==> config.mk <==
export PLATFORM = sky130hd
export DESIGN_NAME = apb_gpio_bridge_mc_flat
export DESIGN_NICKNAME = d
export VERILOG_FILES = /design/src/rtl/apb_gpio_pkg.sv /design/src/rtl/apb_gpio_bridge_mc_if.sv /design/src/rtl/apb_gpio_chan_mux.sv /design/src/rtl/apb_gpio_bridge_mc.sv /design/src/flat_wrapper.sv
export SDC_FILE = /design/constraint.sdc
export NUM_CORES = 1
export LEC_CHECK = 0
export CELL_PAD_IN_SITES_DETAIL_PLACEMENT = 1
export CELL_PAD_IN_SITES_GLOBAL_PLACEMENT = 1
export CORE_UTILIZATION = 40
export DETAILED_ROUTE_END_ITERATION = 16
export DONT_BUFFER_PORTS = 1
export PLACE_DENSITY_LB_ADDON = 0.1
export SETUP_SLACK_MARGIN = 0.5
export SKIP_LAST_GASP = 1
export SYNTH_ARGS = -nofsm -noshare
export SYNTH_HDL_FRONTEND = slang
export SYNTH_SLANG_ARGS = --single-unit
==> constraint.sdc <==
create_clock -name pclk -period 2.12 [get_ports pclk]
set_input_delay 0.424 -clock pclk [delete_from_list [all_inputs] [get_ports pclk]]
set_output_delay 0.424 -clock pclk [all_outputs]
set_load 0.03 [all_outputs]
==> src/rtl/apb_gpio_pkg.sv <==
// Shared types and width helpers for the multi-channel APB-to-GPIO bridge.
package apb_gpio_pkg;

  typedef enum logic [1:0] {
    IDLE = 2'd0,
    WAIT = 2'd1,
    RESP = 2'd2
  } state_e;

  // Index width that never collapses to zero bits for single-entry ranges.
  function automatic int unsigned clog2_min1(input int unsigned n);
    return (n > 1) ? $clog2(n) : 1;
  endfunction

  function automatic int unsigned ch_w(input int unsigned num_ch);
    return clog2_min1(num_ch);
  endfunction

  function automatic int unsigned to_w(input int unsigned timeout);
    return clog2_min1(timeout);
  endfunction

endpackage

==> src/rtl/apb_gpio_bridge_mc_if.sv <==
// APB3 bus bundle between the system fabric (master) and the bridge (slave).
interface apb_gpio_bridge_mc_if #(
  parameter int unsigned DATA_W = 32,
  parameter int unsigned ADDR_W = 16
);
  logic              psel;
  logic              penable;
  logic              pwrite;
  logic [ADDR_W-1:0] paddr;
  logic [DATA_W-1:0] pwdata;
  logic              pready;
  logic              pslverr;
  logic [DATA_W-1:0] prdata;

  modport master (
    output psel, penable, pwrite, paddr, pwdata,
    input  pready, pslverr, prdata
  );

  modport slave (
    input  psel, penable, pwrite, paddr, pwdata,
    output pready, pslverr, prdata
  );
endinterface

==> src/rtl/apb_gpio_chan_mux.sv <==
// Selects the addressed channel's ack and read data from the flattened core buses.
module apb_gpio_chan_mux #(
  parameter int unsigned DATA_W = 32,
  parameter int unsigned NUM_CH = 4,
  parameter int unsigned CH_W   = 2
) (
  input  logic [CH_W-1:0]          sel,
  input  logic [NUM_CH-1:0]        ack,
  input  logic [NUM_CH*DATA_W-1:0] dat,
  output logic                     ack_c,
  output logic [DATA_W-1:0]        dat_c
);

  always_comb begin
    ack_c = 1'b0;
    dat_c = '0;
    for (int k = 0; k < NUM_CH; k++) begin
      if (sel == CH_W'(k)) begin
        ack_c = ack[k];
        dat_c = dat[k*DATA_W +: DATA_W];
      end
    end
  end

endmodule

==> src/rtl/apb_gpio_bridge_mc.sv <==
// APB3 slave routing each transfer to one of NUM_CH GPIO cores with stb/ack
// wait states, timeout, error response and registered interrupt aggregation.
module apb_gpio_bridge_mc
  import apb_gpio_pkg::*;
#(
  parameter int unsigned DATA_W  = 32,
  parameter int unsigned ADDR_W  = 16,
  parameter int unsigned NUM_CH  = 4,
  parameter int unsigned CH_LSB  = 8,
  parameter int unsigned TIMEOUT = 16
) (
  input  logic                     pclk,
  input  logic                     presetn,
  apb_gpio_bridge_mc_if.slave      apb,
  output logic [NUM_CH-1:0]        gpio_stb,
  output logic                     gpio_we,
  output logic [CH_LSB-1:0]        gpio_addr,
  output logic [DATA_W-1:0]        gpio_dat_i,
  input  logic [NUM_CH-1:0]        gpio_ack,
  input  logic [NUM_CH*DATA_W-1:0] gpio_dat_o,
  input  logic [NUM_CH-1:0]        gpio_inta,
  output logic [NUM_CH-1:0]        irq_vec,
  output logic                     irq
);

  localparam int unsigned CH_W  = ch_w(NUM_CH);
  localparam int unsigned TO_W  = to_w(TIMEOUT);
  localparam int unsigned CHR_W = ADDR_W - CH_LSB;

  state_e              state_q, state_d;
  logic [TO_W-1:0]     cnt_q, cnt_d;
  logic [CH_W-1:0]     ch_q, ch_d;
  logic [NUM_CH-1:0]   stb_d;
  logic                we_d;
  logic [CH_LSB-1:0]   addr_d;
  logic [DATA_W-1:0]   wdat_d;
  logic                pready_q, pready_d;
  logic                pslverr_q, pslverr_d;
  logic [DATA_W-1:0]   prdata_q, prdata_d;
  logic [CHR_W-1:0]    ch_raw;
  logic                ch_ok;
  logic                setup;
  logic                sel_ack_c;
  logic [DATA_W-1:0]   sel_dat_c;

  assign ch_raw = apb.paddr[ADDR_W-1:CH_LSB];
  assign ch_ok  = 32'(ch_raw) < NUM_CH;
  assign setup  = apb.psel && !apb.penable;

  assign apb.pready  = pready_q;
  assign apb.pslverr = pslverr_q;
  assign apb.prdata  = prdata_q;

  apb_gpio_chan_mux #(
    .DATA_W (DATA_W),
    .NUM_CH (NUM_CH),
    .CH_W   (CH_W)
  ) u_mux (
    .sel   (ch_q),
    .ack   (gpio_ack),
    .dat   (gpio_dat_o),
    .ack_c (sel_ack_c),
    .dat_c (sel_dat_c)
  );

  // State, counter and all registered outputs.
  always_ff @(posedge pclk or negedge presetn) begin
    if (!presetn) begin
      state_q    <= IDLE;
      cnt_q      <= '0;
      ch_q       <= '0;
      gpio_stb   <= '0;
      gpio_we    <= 1'b0;
      gpio_addr  <= '0;
      gpio_dat_i <= '0;
      pready_q   <= 1'b0;
      pslverr_q  <= 1'b0;
      prdata_q   <= '0;
      irq_vec    <= '0;
      irq        <= 1'b0;
    end else begin
      state_q    <= state_d;
      cnt_q      <= cnt_d;
      ch_q       <= ch_d;
      gpio_stb   <= stb_d;
      gpio_we    <= we_d;
      gpio_addr  <= addr_d;
      gpio_dat_i <= wdat_d;
      pready_q   <= pready_d;
      pslverr_q  <= pslverr_d;
      prdata_q   <= prdata_d;
      irq_vec    <= gpio_inta;
      irq        <= |gpio_inta;
    end
  end

  // Next-state and next-output logic; pready/pslverr are set only on entry to RESP.
  always_comb begin
    state_d   = state_q;
    cnt_d     = cnt_q;
    ch_d      = ch_q;
    stb_d     = gpio_stb;
    we_d      = gpio_we;
    addr_d    = gpio_addr;
    wdat_d    = gpio_dat_i;
    pready_d  = 1'b0;
    pslverr_d = 1'b0;
    prdata_d  = prdata_q;

    case (state_q)
      IDLE: begin
        if (setup) begin
          we_d   = apb.pwrite;
          addr_d = apb.paddr[CH_LSB-1:0];
          wdat_d = apb.pwdata;
          cnt_d  = '0;
          if (ch_ok) begin
            ch_d    = CH_W'(ch_raw);
            stb_d   = NUM_CH'(1) << ch_raw;
            state_d = WAIT;
          end else begin
            state_d   = RESP;
            pready_d  = 1'b1;
            pslverr_d = 1'b1;
            if (!apb.pwrite) prdata_d = '0;
          end
        end
      end

      WAIT: begin
        if (!apb.psel) begin
          state_d = IDLE;
          stb_d   = '0;
          cnt_d   = '0;
        end else if (sel_ack_c) begin
          state_d  = RESP;
          stb_d    = '0;
          pready_d = 1'b1;
          if (!gpio_we) prdata_d = sel_dat_c;
        end else if (cnt_q == TO_W'(TIMEOUT - 1)) begin
          state_d   = RESP;
          stb_d     = '0;
          pready_d  = 1'b1;
          pslverr_d = 1'b1;
          if (!gpio_we) prdata_d = '0;
        end else begin
          cnt_d = cnt_q + TO_W'(1);
        end
      end

      RESP: begin
        state_d = IDLE;
        cnt_d   = '0;
      end

      default: begin
        state_d = IDLE;
        stb_d   = '0;
        cnt_d   = '0;
      end
    endcase
  end

endmodule

==> src/flat_wrapper.sv <==
// flat-port wrapper written by rule: the top's interface ports become plain ports
module apb_gpio_bridge_mc_flat import apb_gpio_pkg::*;
#(
  parameter int unsigned DATA_W  = 32,
  parameter int unsigned ADDR_W  = 16,
  parameter int unsigned NUM_CH  = 4,
  parameter int unsigned CH_LSB  = 8,
  parameter int unsigned TIMEOUT = 16
)
  (pclk, presetn, gpio_stb, gpio_we, gpio_addr, gpio_dat_i, gpio_ack, gpio_dat_o, gpio_inta, irq_vec, irq, apb_psel, apb_penable, apb_pwrite, apb_paddr, apb_pwdata, apb_pready, apb_pslverr, apb_prdata);
  apb_gpio_bridge_mc_if #(.DATA_W(DATA_W), .ADDR_W(ADDR_W)) apb_i ();
  input  logic pclk;
  input  logic presetn;
  output logic [NUM_CH-1:0] gpio_stb;
  output logic gpio_we;
  output logic [CH_LSB-1:0] gpio_addr;
  output logic [DATA_W-1:0] gpio_dat_i;
  input  logic [NUM_CH-1:0] gpio_ack;
  input  logic [NUM_CH*DATA_W-1:0] gpio_dat_o;
  input  logic [NUM_CH-1:0] gpio_inta;
  output logic [NUM_CH-1:0] irq_vec;
  output logic irq;
  input wire logic [$bits(apb_i.psel)-1:0] apb_psel;
  input wire logic [$bits(apb_i.penable)-1:0] apb_penable;
  input wire logic [$bits(apb_i.pwrite)-1:0] apb_pwrite;
  input wire logic [$bits(apb_i.paddr)-1:0] apb_paddr;
  input wire logic [$bits(apb_i.pwdata)-1:0] apb_pwdata;
  output wire logic [$bits(apb_i.pready)-1:0] apb_pready;
  output wire logic [$bits(apb_i.pslverr)-1:0] apb_pslverr;
  output wire logic [$bits(apb_i.prdata)-1:0] apb_prdata;
  assign apb_i.psel = apb_psel;
  assign apb_i.penable = apb_penable;
  assign apb_i.pwrite = apb_pwrite;
  assign apb_i.paddr = apb_paddr;
  assign apb_i.pwdata = apb_pwdata;
  assign apb_pready = apb_i.pready;
  assign apb_pslverr = apb_i.pslverr;
  assign apb_prdata = apb_i.prdata;
  apb_gpio_bridge_mc #(.DATA_W(DATA_W), .ADDR_W(ADDR_W), .NUM_CH(NUM_CH), .CH_LSB(CH_LSB), .TIMEOUT(TIMEOUT)) u_core (.pclk(pclk), .presetn(presetn), .apb(apb_i), .gpio_stb(gpio_stb), .gpio_we(gpio_we), .gpio_addr(gpio_addr), .gpio_dat_i(gpio_dat_i), .gpio_ack(gpio_ack), .gpio_dat_o(gpio_dat_o), .gpio_inta(gpio_inta), .irq_vec(irq_vec), .irq(irq));
endmodule
==> results.cfg <==
[clock_network]
path_clk_slew_ns = 0.09
htree_levels = 3
cts_sinks = 92
cts_made_buffers = 9
ctsLongestPathBuffers = 2
cts_tree = done
worstSkewPairLatency_ns = 0.36
root_buffer = clkbuf_8

[status]
outcome = finished with violations
violations = negative hold slack

[critical_path]
crit_buf_inv = 2
cpMaxStageDelayCell = mux4_2
start_kind = register
cpMostUsedCell = buf_12
end_kind = register
cp.arrival_ns = 2.26
max_stage_delay_ns = 0.56
path_class = register to register
worst_path_dominant_cell_family = multiplexers
cp_data_required_time_ns = 2.39
critPathMaxFanout = 7
path_cells = mux4_2, or3_4, nand4b_1, buf_12, buf_12, o2bb2ai_1

[final_layout]
insertedDiodeCount = 0
nets = 526
drive_gt1_frac = 0.387
area_growth_syn_to_layout_pct = 16.1

[route]
routed_wirelength_um = 12400
ant_nets = 0
vias_per_cell = 5.93
first_pass_iters = 5
routedWlPerCell_um = 25.8
drt_iter0_drc = 131
route.detailed.drc = 0
vias = 2852

[sta]
period_share = 0.937
finalSetupTns_ns = 0
drv_slew = 0
rsz0062_at_grt = true
fmax_ghz = 0.503
hold_viol = 92
timing.hold.ws_ns = -0.249
relSlewSlack = 0.591
period_minus_slack_ns = 1.99
fin_skew_ns = 0.0127
setup_violations = 0
worstMarginPinSlew_ns = 0.614

[place]
portBuffers = 0
dp_hpwl_um = 8780
gp_congestion = 0.763

[yosys]
synth-seq-area-share = 0.520
yosysTopAreaCell = dfrtp_1
synthCells = 320
yosysUniqueCellTypes = 35
synth_area_um2 = 4430
ys_seq_elements = 92
syn-num-nets = 510
synth_area_leaders = dfrtp_1 52%, mux4_2 17%, mux2_2 12%
avgSynthCellArea_um2 = 13.8
yosysWarnings = 0
yosys.area.top_type_share = 0.520

[pwr]
power.density_nw_per_um2 = 795
totalPowerFinal_w = 0.00409
power_leakage_nw = 2.15
irDropWorstVdd_v = 0.000470

[global_route]
overflow = 0
grt_max_degree = 93
grt_use_total = 0.216
grt_pass1_vias = 3140
grt_antenna_before_repair = 0
grt_pass1_wl_um = 18200

[run]
drv_cap = 0

[floorplan]
fp.dieW_um = 107
chipHeight_um = 107
io_pins = 273
dieArea_um2 = 11500
start_util = 0.410
core_area_um2 = 10800
fp-row-count = 38

[hold_path]
hp-class = input pin to async pin
==> routing by layer <==
metal  share of wire  track usage
met5               0            0
met4           0.014       0.0763
met3            0.11       0.0778
met2            0.52        0.373
met1            0.35        0.245
==> sequential cells by signal (all words and copies together) (netlist names) <==
signal and count:
u_core.gpio_we 1, u_core.state_q 2, u_core.gpio_stb 4, u_core.cnt_q 4, u_core.gpio_addr 8, u_core.irq 1, u_core.irq_vec 4, u_core.ch_q 2
u_core.apb.prdata 32, u_core.apb.pslverr 1, u_core.gpio_dat_i 32, u_core.apb.pready 1
==> path summary, 6_finish.rpt <==
kind	slack, ns	to	cells after the start	from
min	-0.25	u_core.gpio_dat_i[26]$_DFFE_PN0P_	0	presetn
max in group asynchronous	2.23	u_core.apb.prdata[13]$_DFFE_PN0P_	0	presetn
max reg2reg	0.13	u_core.apb.prdata[0]$_DFFE_PN0P_	6	u_core.ch_q[0]$_DFFE_PN0P_
max	0.13	u_core.apb.prdata[0]$_DFFE_PN0P_	6	u_core.ch_q[0]$_DFFE_PN0P_
min in group pclk	0.09	u_core.irq_vec[2]$_DFF_PN0_	0	gpio_inta[2]
min reg2reg	0.56	u_core.cnt_q[1]$_DFFE_PN0P_	2	u_core.cnt_q[1]$_DFFE_PN0P_
==> kinds of logic (layout without fill, tap and decap cells) <==
group | after synthesis | count (layout) | share of synthesized area
AO/OA/AOI/OAI | 49 | 49 | 0.0888
adder cells (fa/ha/maj) | 1 | 1 | 0.00283
buffers and inverters | 57 | 78 | 0.0517
flip-flops | 92 | 92 | 0.520
multiplexers | 80 | 80 | 0.287
AND/OR/NAND/NOR | 41 | 41 | 0.0495
==> cell usage in the layout (no fill, tap or decap), types with 4 or more instances in the layout <==
cell	instances
clkbuf_8	11
o21ai_0	4
mux4_2	33
nor2_1	8
mux2_2	46
buf_6	8
nand3_1	4
o2bb2ai_1	30
dfrtp_1	90
buf_4	10
inv_1	36
nand2_1	6
==> synthesized netlist by cell type <==
master     number
and2_1          1
dfrtp_1        92
buf_6           1
buf_2           5
or3_1           1
o2bb2ai_1      32
a31oi_1         1
nand2b_1        2
nor3_1          4
inv_1          36
nor2b_1         2
or2_1           1
nand2_1         6
nand3_1         4
mux4_2         33
clkbuf_2        1
buf_1           5
nand4b_1        1
o31ai_1         3
nand4_1         1
a21oi_1         3
or4_1           3
o211a_1         2
nor3b_1         2
clkbuf_1        9
a41oi_1         1
o21ai_0         6
ha_1            1
mux2i_1         1
mux2_2         46
nand3b_1        1
nor4_1          2
o32a_1          1
and3_1          1
nor2_1          9
==> layout make-up <==
cell class                      count  area, um^2
Sequential cell                    92        2300
Inverter                           36         135
Multi-Input combinational cell    171        1970
Tap cell                          140         175
Clock inverter                      3        45.0
Fill cell                        1087        5650
Timing Repair Buffer               26         348
Clock buffer                       13         159
==> metrics by stage <==
step / area [um^2] / instances / utilization / setup WS [ns]
final: 5140 / 481 / 0.476 / 0.133
after global routing: 5140 / 481 / 0.476 / 0.0832
after global placement: 4610 / 448 / 0.427 / 0.142
after floorplan: 4440 / 320 / - / 0.148
after CTS: 5020 / 476 / 0.465 / 0.104
after detailed placement: 4610 / 448 / 0.427 / 0.0602
==> power by group <==
group / switching (W) / internal [W] / total, W
clock network: 0.000609 / 0.000611 / 0.00122
logic: 0.000201 / 0.000328 / 0.000528
registers: 0.000434 / 0.00191 / 0.00234
total: 0.00124 / 0.00285 / 0.00409
==> timing repair <==
action | 4_1_cts | 5_1_grt
pin swaps | 5 | 6
buffers inserted | 9 | 4
gates resized for setup | 13 | 16
gates cloned | 3 | 1
setup endpoints to repair | 85 | 59
hold endpoints to repair | 92 | 92
(Power assumes the default switching activity.)
